`src/rtl/ads1256_acq_sequencer.sv`:
```
// Acquisition sequencer for the ADS1256: WREG config, SELFCAL, then RDATA or RDATAC sampling.
// Issues commands to the SPI transaction layer and assembles 24-bit samples from its read strobes.
//
// state      | meaning
// IDLE       | waiting for enable_i
// CFG_ISSUE  | start WREG for config register idx
// CFG_WAIT   | waiting for WREG done
// CAL_ISSUE  | start SELFCAL
// CAL_WAIT   | waiting for SELFCAL done
// RUN_ISSUE  | start RDATA, or stop on enable drop / target reached
// RUN_WAIT   | waiting for RDATA done
// CONT_ISSUE | start RDATAC
// CONT_RUN   | streaming; SDATAC queued on enable drop / target reached
// STOP_WAIT  | waiting for SDATAC done
// ERROR      | timeout seen; held until reset
module ads1256_acq_sequencer #(
    parameter int NUM_CFG        = 4,
    parameter int CNT_W          = 16,
    parameter int TIMEOUT_CYCLES = 1048576
) (
    input  logic                 clock_i,
    input  logic                 reset_L_i,
    input  logic                 enable_i,
    input  logic                 mode_cont_i,
    input  logic [CNT_W-1:0]     num_samples_i,
    input  logic [8*NUM_CFG-1:0] cfg_regs_i,
    output logic                 txn_start_o,
    output logic [23:0]          txn_cmd_o,
    input  logic                 txn_done_i,
    input  logic                 read_reg_load_i,
    input  logic [1:0]           read_reg_sel_i,
    input  logic [7:0]           rx_byte_i,
    output logic [23:0]          sample_o,
    output logic                 sample_valid_o,
    output logic [CNT_W-1:0]     sample_count_o,
    output logic                 busy_o,
    output logic                 config_done_o,
    output logic                 error_o
);

    localparam logic [3:0] S_IDLE       = 4'd0;
    localparam logic [3:0] S_CFG_ISSUE  = 4'd1;
    localparam logic [3:0] S_CFG_WAIT   = 4'd2;
    localparam logic [3:0] S_CAL_ISSUE  = 4'd3;
    localparam logic [3:0] S_CAL_WAIT   = 4'd4;
    localparam logic [3:0] S_RUN_ISSUE  = 4'd5;
    localparam logic [3:0] S_RUN_WAIT   = 4'd6;
    localparam logic [3:0] S_CONT_ISSUE = 4'd7;
    localparam logic [3:0] S_CONT_RUN   = 4'd8;
    localparam logic [3:0] S_STOP_WAIT  = 4'd9;
    localparam logic [3:0] S_ERROR      = 4'd10;

    localparam logic [23:0] CMD_SELFCAL = 24'hF0FFFF;
    localparam logic [23:0] CMD_RDATA   = 24'h01FFFF;
    localparam logic [23:0] CMD_RDATAC  = 24'h03FFFF;
    localparam logic [23:0] CMD_SDATAC  = 24'h0FFFFF;

    localparam int             TMR_W    = $clog2(TIMEOUT_CYCLES + 1);
    localparam logic [TMR_W-1:0] TMR_LAST = TMR_W'(TIMEOUT_CYCLES - 1);
    localparam logic [3:0]     IDX_LAST = 4'(NUM_CFG - 1);

    logic [3:0]           state;
    logic [3:0]           state_nxt;
    logic [23:0]          cmd_nxt;
    logic [TMR_W-1:0]     timer;
    logic [3:0]           idx;
    logic [3:0]           idx_inc;
    logic                 mode_r;
    logic [CNT_W-1:0]     num_r;
    logic [8*NUM_CFG-1:0] cfg_r;
    logic [127:0]         cfg_wide;
    logic [7:0]           b2;
    logic [7:0]           b1;
    logic                 target_hit;
    logic                 in_wait;
    logic                 in_issue;
    logic                 timed_out;

    function automatic logic [23:0] wreg_cmd(input logic [3:0] addr, input logic [7:0] data);
        return {4'h5, addr, 8'h00, data};
    endfunction

    assign idx_inc    = idx + 4'd1;
    assign cfg_wide   = 128'(cfg_r);
    assign target_hit = (num_r != '0) && (sample_count_o >= num_r);
    assign in_wait    = state inside {S_CFG_WAIT, S_CAL_WAIT, S_RUN_WAIT, S_STOP_WAIT};
    assign in_issue   = state inside {S_CFG_ISSUE, S_CAL_ISSUE, S_RUN_ISSUE, S_CONT_ISSUE};
    assign timed_out  = in_wait && (timer == TMR_LAST);
    assign busy_o     = (state != S_IDLE);

    // RUN_ISSUE only starts RDATA when it is not about to fall back to IDLE
    always_comb begin
        txn_start_o = 1'b0;
        case (state)
            S_CFG_ISSUE, S_CAL_ISSUE, S_CONT_ISSUE: txn_start_o = 1'b1;
            S_RUN_ISSUE: txn_start_o = enable_i && !target_hit;
            default:     txn_start_o = 1'b0;
        endcase
    end

    always_comb begin
        state_nxt = state;
        cmd_nxt   = txn_cmd_o;
        case (state)
            S_IDLE: if (enable_i) begin
                state_nxt = S_CFG_ISSUE;
                cmd_nxt   = wreg_cmd(4'd0, cfg_regs_i[7:0]);
            end
            S_CFG_ISSUE: state_nxt = S_CFG_WAIT;
            S_CFG_WAIT: if (txn_done_i) begin
                if (idx == IDX_LAST) begin
                    state_nxt = S_CAL_ISSUE;
                    cmd_nxt   = CMD_SELFCAL;
                end else begin
                    state_nxt = S_CFG_ISSUE;
                    cmd_nxt   = wreg_cmd(idx_inc, cfg_wide[{idx_inc, 3'b000} +: 8]);
                end
            end else if (timed_out) begin
                state_nxt = S_ERROR;
            end
            S_CAL_ISSUE: state_nxt = S_CAL_WAIT;
            S_CAL_WAIT: if (txn_done_i) begin
                state_nxt = mode_r ? S_CONT_ISSUE : S_RUN_ISSUE;
                cmd_nxt   = mode_r ? CMD_RDATAC : CMD_RDATA;
            end else if (timed_out) begin
                state_nxt = S_ERROR;
            end
            S_RUN_ISSUE: state_nxt = (!enable_i || target_hit) ? S_IDLE : S_RUN_WAIT;
            S_RUN_WAIT: if (txn_done_i) begin
                state_nxt = S_RUN_ISSUE;
                cmd_nxt   = CMD_RDATA;
            end else if (timed_out) begin
                state_nxt = S_ERROR;
            end
            S_CONT_ISSUE: state_nxt = S_CONT_RUN;
            // SDATAC is loaded without a start; the layer picks it up at its next DRDY
            S_CONT_RUN: if (!enable_i || target_hit) begin
                state_nxt = S_STOP_WAIT;
                cmd_nxt   = CMD_SDATAC;
            end
            S_STOP_WAIT: if (txn_done_i) begin
                state_nxt = S_IDLE;
            end else if (timed_out) begin
                state_nxt = S_ERROR;
            end
            S_ERROR: state_nxt = S_ERROR;
            default: state_nxt = S_IDLE;
        endcase
    end

    always_ff @(posedge clock_i or negedge reset_L_i) begin
        if (!reset_L_i) begin
            state          <= S_IDLE;
            txn_cmd_o      <= 24'h0;
            timer          <= '0;
            idx            <= 4'd0;
            mode_r         <= 1'b0;
            num_r          <= '0;
            cfg_r          <= '0;
            b2             <= 8'h0;
            b1             <= 8'h0;
            sample_o       <= 24'h0;
            sample_valid_o <= 1'b0;
            sample_count_o <= '0;
            config_done_o  <= 1'b0;
            error_o        <= 1'b0;
        end else begin
            state          <= state_nxt;
            txn_cmd_o      <= cmd_nxt;
            sample_valid_o <= 1'b0;

            if (in_issue) begin
                timer <= '0;
            end else if (in_wait) begin
                timer <= timer + TMR_W'(1);
            end

            if (state == S_CFG_WAIT && txn_done_i && idx != IDX_LAST) begin
                idx <= idx_inc;
            end

            if (state_nxt == S_IDLE) begin
                config_done_o <= 1'b0;
            end else if (state == S_CAL_WAIT && txn_done_i) begin
                config_done_o <= 1'b1;
            end

            if (state_nxt == S_ERROR) begin
                error_o <= 1'b1;
            end

            if (state == S_IDLE) begin
                if (enable_i) begin
                    mode_r         <= mode_cont_i;
                    num_r          <= num_samples_i;
                    cfg_r          <= cfg_regs_i;
                    idx            <= 4'd0;
                    sample_count_o <= '0;
                end
            end else if (read_reg_load_i) begin
                case (read_reg_sel_i)
                    2'd1: b2 <= rx_byte_i;
                    2'd2: b1 <= rx_byte_i;
                    2'd3: begin
                        sample_o       <= {b2, b1, rx_byte_i};
                        sample_valid_o <= 1'b1;
                        if (sample_count_o != '1) begin
                            sample_count_o <= sample_count_o + CNT_W'(1);
                        end
                    end
                    default: ;
                endcase
            end
        end
    end

endmodule

```
`config.mk`:
```
export PLATFORM = sky130hd
export DESIGN_NAME = ads1256_acq_sequencer
export DESIGN_NICKNAME = d
export VERILOG_FILES = /design/src/rtl/ads1256_acq_sequencer.sv
export SDC_FILE = /design/constraint.sdc
export NUM_CORES = 1
export LEC_CHECK = 0
export BUFFER_PORTS_ARGS = -buffer_cell sky130_fd_sc_hd__buf_4
export CAP_MARGIN = 20
export CORE_MARGIN = 2
export CORE_UTILIZATION = 41
export DETAILED_ROUTE_END_ITERATION = 10
export PLACE_DENSITY = 0.69
export SYNTH_ARGS = -nofsm -noshare
export SYNTH_HDL_FRONTEND = slang
export SYNTH_SLANG_ARGS = --single-unit
```
`constraint.sdc`:
```
create_clock -name clock_i -period 2.8 [get_ports clock_i]
set_input_delay 0.28 -clock clock_i [delete_from_list [all_inputs] [get_ports clock_i]]
set_output_delay 0.28 -clock clock_i [all_outputs]
set_load 0.05 [all_outputs]
```
### After elaboration in Yosys (flattened, before gate mapping)

Cells that the tools add are included.

| cells by class | value |
|---|---|
| bitwise operators | 1 |
| reductions and logical operators | 28 |
| equal/unequal tests | 23 |
| add/sub/neg operators | 3 |
| $lt $le $gt $ge | 1 |
| shift-type cells | 1 |
| multipliers | 0 |
| div/mod/pow operators | 0 |
| multiplexer cells | 35 |

Operators with widths:

| cell | count |
|---|---|
| 24-bit 2-to-1 mux | 6 |
| 128-bit by 8-bit variable part select with 8-bit output | 1 |
| 24-bit case mux with 5 select lines | 1 |
| 16-bit 2-to-1 mux | 5 |
| 4-bit case mux with 11 select lines | 1 |
| 21-bit 2-to-1 mux | 2 |
| 4-bit 2-to-1 mux | 10 |
| 21-bit by 1-bit adder with 21-bit output (second input constant) | 1 |
| 21-bit by 20-bit equality test with 1-bit output (second input constant) | 1 |
| 18-bit 2-to-1 mux | 1 |
| 16-bit by 1-bit adder with 16-bit output (second input constant) | 1 |
| 4-bit by 3-bit equality test with 1-bit output (second input constant) | 4 |
| 4-bit equality test (second input constant) | 4 |
| 16-bit greater-or-equal comparator | 1 |
| 16-bit != test (second input constant) | 1 |
| 16-bit nonzero test | 1 |
| 4-bit by 2-bit equality test with 1-bit output (second input constant) | 3 |
| 4-bit nonzero test | 3 |
| 2-bit != test (second input constant) | 5 |
| 2-bit nonzero test | 5 |
| 3-bit AND reduction | 3 |
| 4-bit logical NOT | 2 |
| 1-bit logical AND | 6 |
| 6-bit AND reduction | 1 |
| other kinds (16) | 23 |

| storage, ports and cells | value |
|---|---|
| register bits | 161 |
| memories kept | 0 |
| latch bits | 0 |
| memory bits (read-only) | 0 |
| output and inout bits | 69 |
| RAM bits | 0 |

### Logic depth before layout (Yosys ltp)

| depth | value |
|---|---|
| depth after elaboration | 8 |
| gate-level depth with buffers | 9 |
| depth with buffers taken out | 8 |

### Worst setup path after synthesis

No wires, ideal clock.

| timing path | value |
|---|---|
| path kind | reg2out |
| from | register sample_count_o[0] |
| to | output txn_start_o |
| slack | -0.354 ns |
| buffers on the path | 0 |
| data arrival time | 2.874 ns |
| stages on the path, launching flop included | 9 |
| path through | dfrtp_1 > inv_1 > ha_1 > nand2b_1 > a2111oi_0 > a2111oi_0 > o31ai_2 > nand2_1 > a21oi_1 |

| on the way | value |
|---|---|
| longest elaborated chain between the ends | 5 |

RTL lines:

| what | RTL line | text |
|---|---|---|
| from (decl) | 35 | `output logic [CNT_W-1:0] sample_count_o,` |
| from (signal assigned) | 208 | `sample_count_o <= sample_count_o + CNT_W'(1);` |
| 16-bit greater-or-equal comparator | 85 | `assign target_hit = (num_r != '0) && (sample_count_o >= num_r);` |
| 1-bit logical AND | 85 |  |
| 1-bit logical NOT | 96 | `S_RUN_ISSUE: txn_start_o = enable_i && !target_hit;` |
| 1-bit logical AND | 96 |  |
| 1-bit case mux with 2 select lines | 94 | `case (state)` |
| to (decl) | 27 | `output logic txn_start_o,` |

No other way between the ends.

### Worst setup path in the final report

Ends and elaborated chain as after synthesis.

==> impl_results.md <==
- Setup TNS: 0 ps
- Crit-path slowest cell: dfrtp_1
- DR pass1 iterations: 7
- Cts bufs inserted: 17
- Setup Viol. Count Final: 0
- WL/cell: 15.55 microns
- Root Buffer: clkbuf_16
- Slew Viols, Final: 0
- Largest delay share family, worst path: compound AO/OA/AOI/OAI gates
- Register area share after synthesis: 0.5261
- Async S/R FF share, synth: 1.000
- Io pins: 133
- DPL Wire Length: 12570 microns
- Cell Chain, Critical Path: inv_2 > ha_4 > nand2b_4 > a2111oi_4 > a2111oi_2 > o31ai_2 > buf_4 > nand2_4 > a21oi_4 > buf_8
- Post-synthesis instance total: 753
- Num rows: 48
- Mapped Nets: 836
- Core ar.: 17300 sq um
- Startpoint class of the critical path: flop
- Remaining Overflow, GRT: 0
- Yosys top cell area share: 0.5261
- Die Ht: 136.8 microns
- Post-synth top area cell: dfrtp_1
- Commonest non-fill, non-tap cell in the layout: nand2_1
- Crit Path Category: reg -> out
- Fin area: 9164 sq um
- Status: complete, no violations
- Worst-path fanout max: 3
- Placement Cell Area: 8494 sq um
- Worst EP required: 2520 ps
- CTS Buffer Depth: 2
- Syn Std Cell Area: 7229 sq um
- CTS tree: done
- Clock Skew: 9.455 ps
- Final Hold Viols: 0
- Largest stage delay on the critical path: 390 ps
- Initial DRC Count: 316
- Crit path DAT: 2430 ps
- Maximum vdd drop: 0.6636 mV
- Largest net degree at the start of global routing: 70
- Vias post-DR: 5747
- Layout Cells excl Fill: 1127
- Worst setup EP type: primary output
- Syn Area/Cell: 9.601 sq um
- Top cells by area, synth: dfrtp_1, nand2_1, ha_1, xor2_1, mux2_2
- Placed cells: 1091
- Overall Global Routing Usage: 0.1993
- Hold_ws: 42.07 ps
- Global-route wire length before repair: 28970 microns
- Filler cell count in the final layout: 1593
- Peak Freq: 368.6 MHz
- Share of layout cells above drive strength 1: 0.2572
- Slew HR: 0.4005
- IO buf count: 132
- Via/cell ratio: 5.099
- Final min period: 2713 ps
- Most frequent cells in the layout: nand2_1, buf_4, dfrtp_1, nor2_1, o21ai_0
- P per Cell Area: 1129 nW/um^2
- Vias in the first global route: 5656
- Main synth FF type: dfrtp_1
- CTS H-tree depth: 4
- Final WL: 17530 microns
- Yosys warns: 0
- Area growth syn-to-layout: 26.76%
- Critical path buffer and inverter count: 3
- Post-layout util: 0.5298
- Static Leak: 4.505 nW
- Worst min path class: in -> reg
- Initial core utilization: 0.4180
- Post-synthesis cell type count: 58
- Total Die Area: 18710 sq um
- Post-synth EDFFs: 0
- Clock sinks: 152
- Die width: 136.8 microns
- Period utilisation layout: 0.9688
- Antenna diodes: 0
- Nets: 972
- Clk_lat worst skew: 420 ps
- Initial antenna violation count: 0
- Post-route DRC violation count: 0
- Clock transition at path regs: 70 ps
- Worst-margin pin slew: 892.4 ps
- Post-route ant nets: 0
- Routability cong.: 0.8540
- Max-Cap Viols: 0
- Register bit total from synthesis: 152
[synthesized netlist by cell type, types with 5 or more instances]
cell / n
o21ai_0: 27
nor4_1: 9
inv_1: 27
nand3_1: 21
a211oi_1: 9
clkbuf_1: 17
and4_1: 5
nand2_1: 224
a2bb2oi_1: 10
a21oi_1: 16
nand4_1: 14
nor3_1: 5
buf_2: 11
and3_1: 7
xnor2_1: 11
mux2_2: 17
nor2_1: 49
buf_4: 9
mux4_2: 8
ha_1: 19
xor2_1: 23
nand2b_1: 5
dfrtp_1: 152
[where the power goes]
group	internal, mW	switching (mW)	leakage (nW)
combinational	1.66	3.01	2.30
clock	1.21	0.974	0.275
sequential	3.00	0.501	1.93
[registers in the layout, indices dropped and copies added (netlist names)]
signal,count
mode_r,1
cfg_r,32
txn_cmd_o,15
b2,8
num_r,16
state,4
config_done_o,1
error_o,1
sample_count_o,16
idx,4
sample_valid_o,1
sample_o,24
b1,8
timer,21
[layer usage]
metal  vias up  track usage  share of wire
met4         0      0.06701          0.016
met3        17      0.04259          0.052
met5         -            0              0
met2       157       0.3033           0.46
li1       2828            -              -
met1      2745       0.2842           0.47
[worst register-to-register path, delay by kind of cell, from the launching register on]
family / cells / cell delay, ps
AO/OA/AOI/OAI: 4 / 800
buffers and inverters: 3 / 520
flip-flops: 1 / 440
AND/OR/NAND/NOR: 2 / 340
adder cells (fa/ha/maj): 1 / 310
[metrics by stage]
stage | setup WS, ps | power (mW)
2_1_floorplan | 34.27 | 6.698
3_3_place_gp | 223.5 | 8.029
3_5_place_dp | 190.9 | 8.099
4_1_cts | 2.566 | 10.36
5_1_grt | -17.97 | 10.99
6_report | 87.31 | 10.35
[worst paths after layout]
path                                    start            end  slack (ps)  cells after the start
max                         sample_count_o[0]    txn_start_o          90                     10
min                            cfg_regs_i[25]      cfg_r[25]          40                      3
max reg2reg                sample_count_o[15]  txn_cmd_o[18]         290                     10
min reg2reg                             b1[6]   sample_o[14]         470                      2
max in group asynchronous           reset_L_i      cfg_r[12]        1590                      3
min in group asynchronous           reset_L_i       num_r[6]         430                      2
[cell type report]
cell class                 instances  area, sq um  share of cell area
inverter                          28        105.1             0.01147
clock inverter                    13        112.6             0.01229
sequential                       152         3805              0.4152
clock buffer                      19        452.9             0.04943
timing repair buffer             158         1212              0.1323
tap                              225        281.5             0.03072
multi-input combinational        532         3194              0.3486
[timing repair]
item                                    CTS  global route
buffers inserted                          3             0
gates resized for setup                   5            10
hold buffers                              1             0
hold endpoints to repair                 66             0
pin swaps                                 1             4
endpoints found under the setup margin    1             1
[kinds of logic after synthesis]
logic type               count (synthesis)  share of synthesized area
XOR/XNOR                                34                    0.04119
multiplexers                            27                    0.05417
buffers and inverters                   69                    0.04240
flip-flops                             152                     0.5261
AND/OR/NAND/NOR                        357                     0.2146
adder cells (fa/ha/maj)                 19                    0.03288
AO/OA/AOI/OAI                           95                    0.08861
No activity file was read; power rests on OpenSTA's default activity.
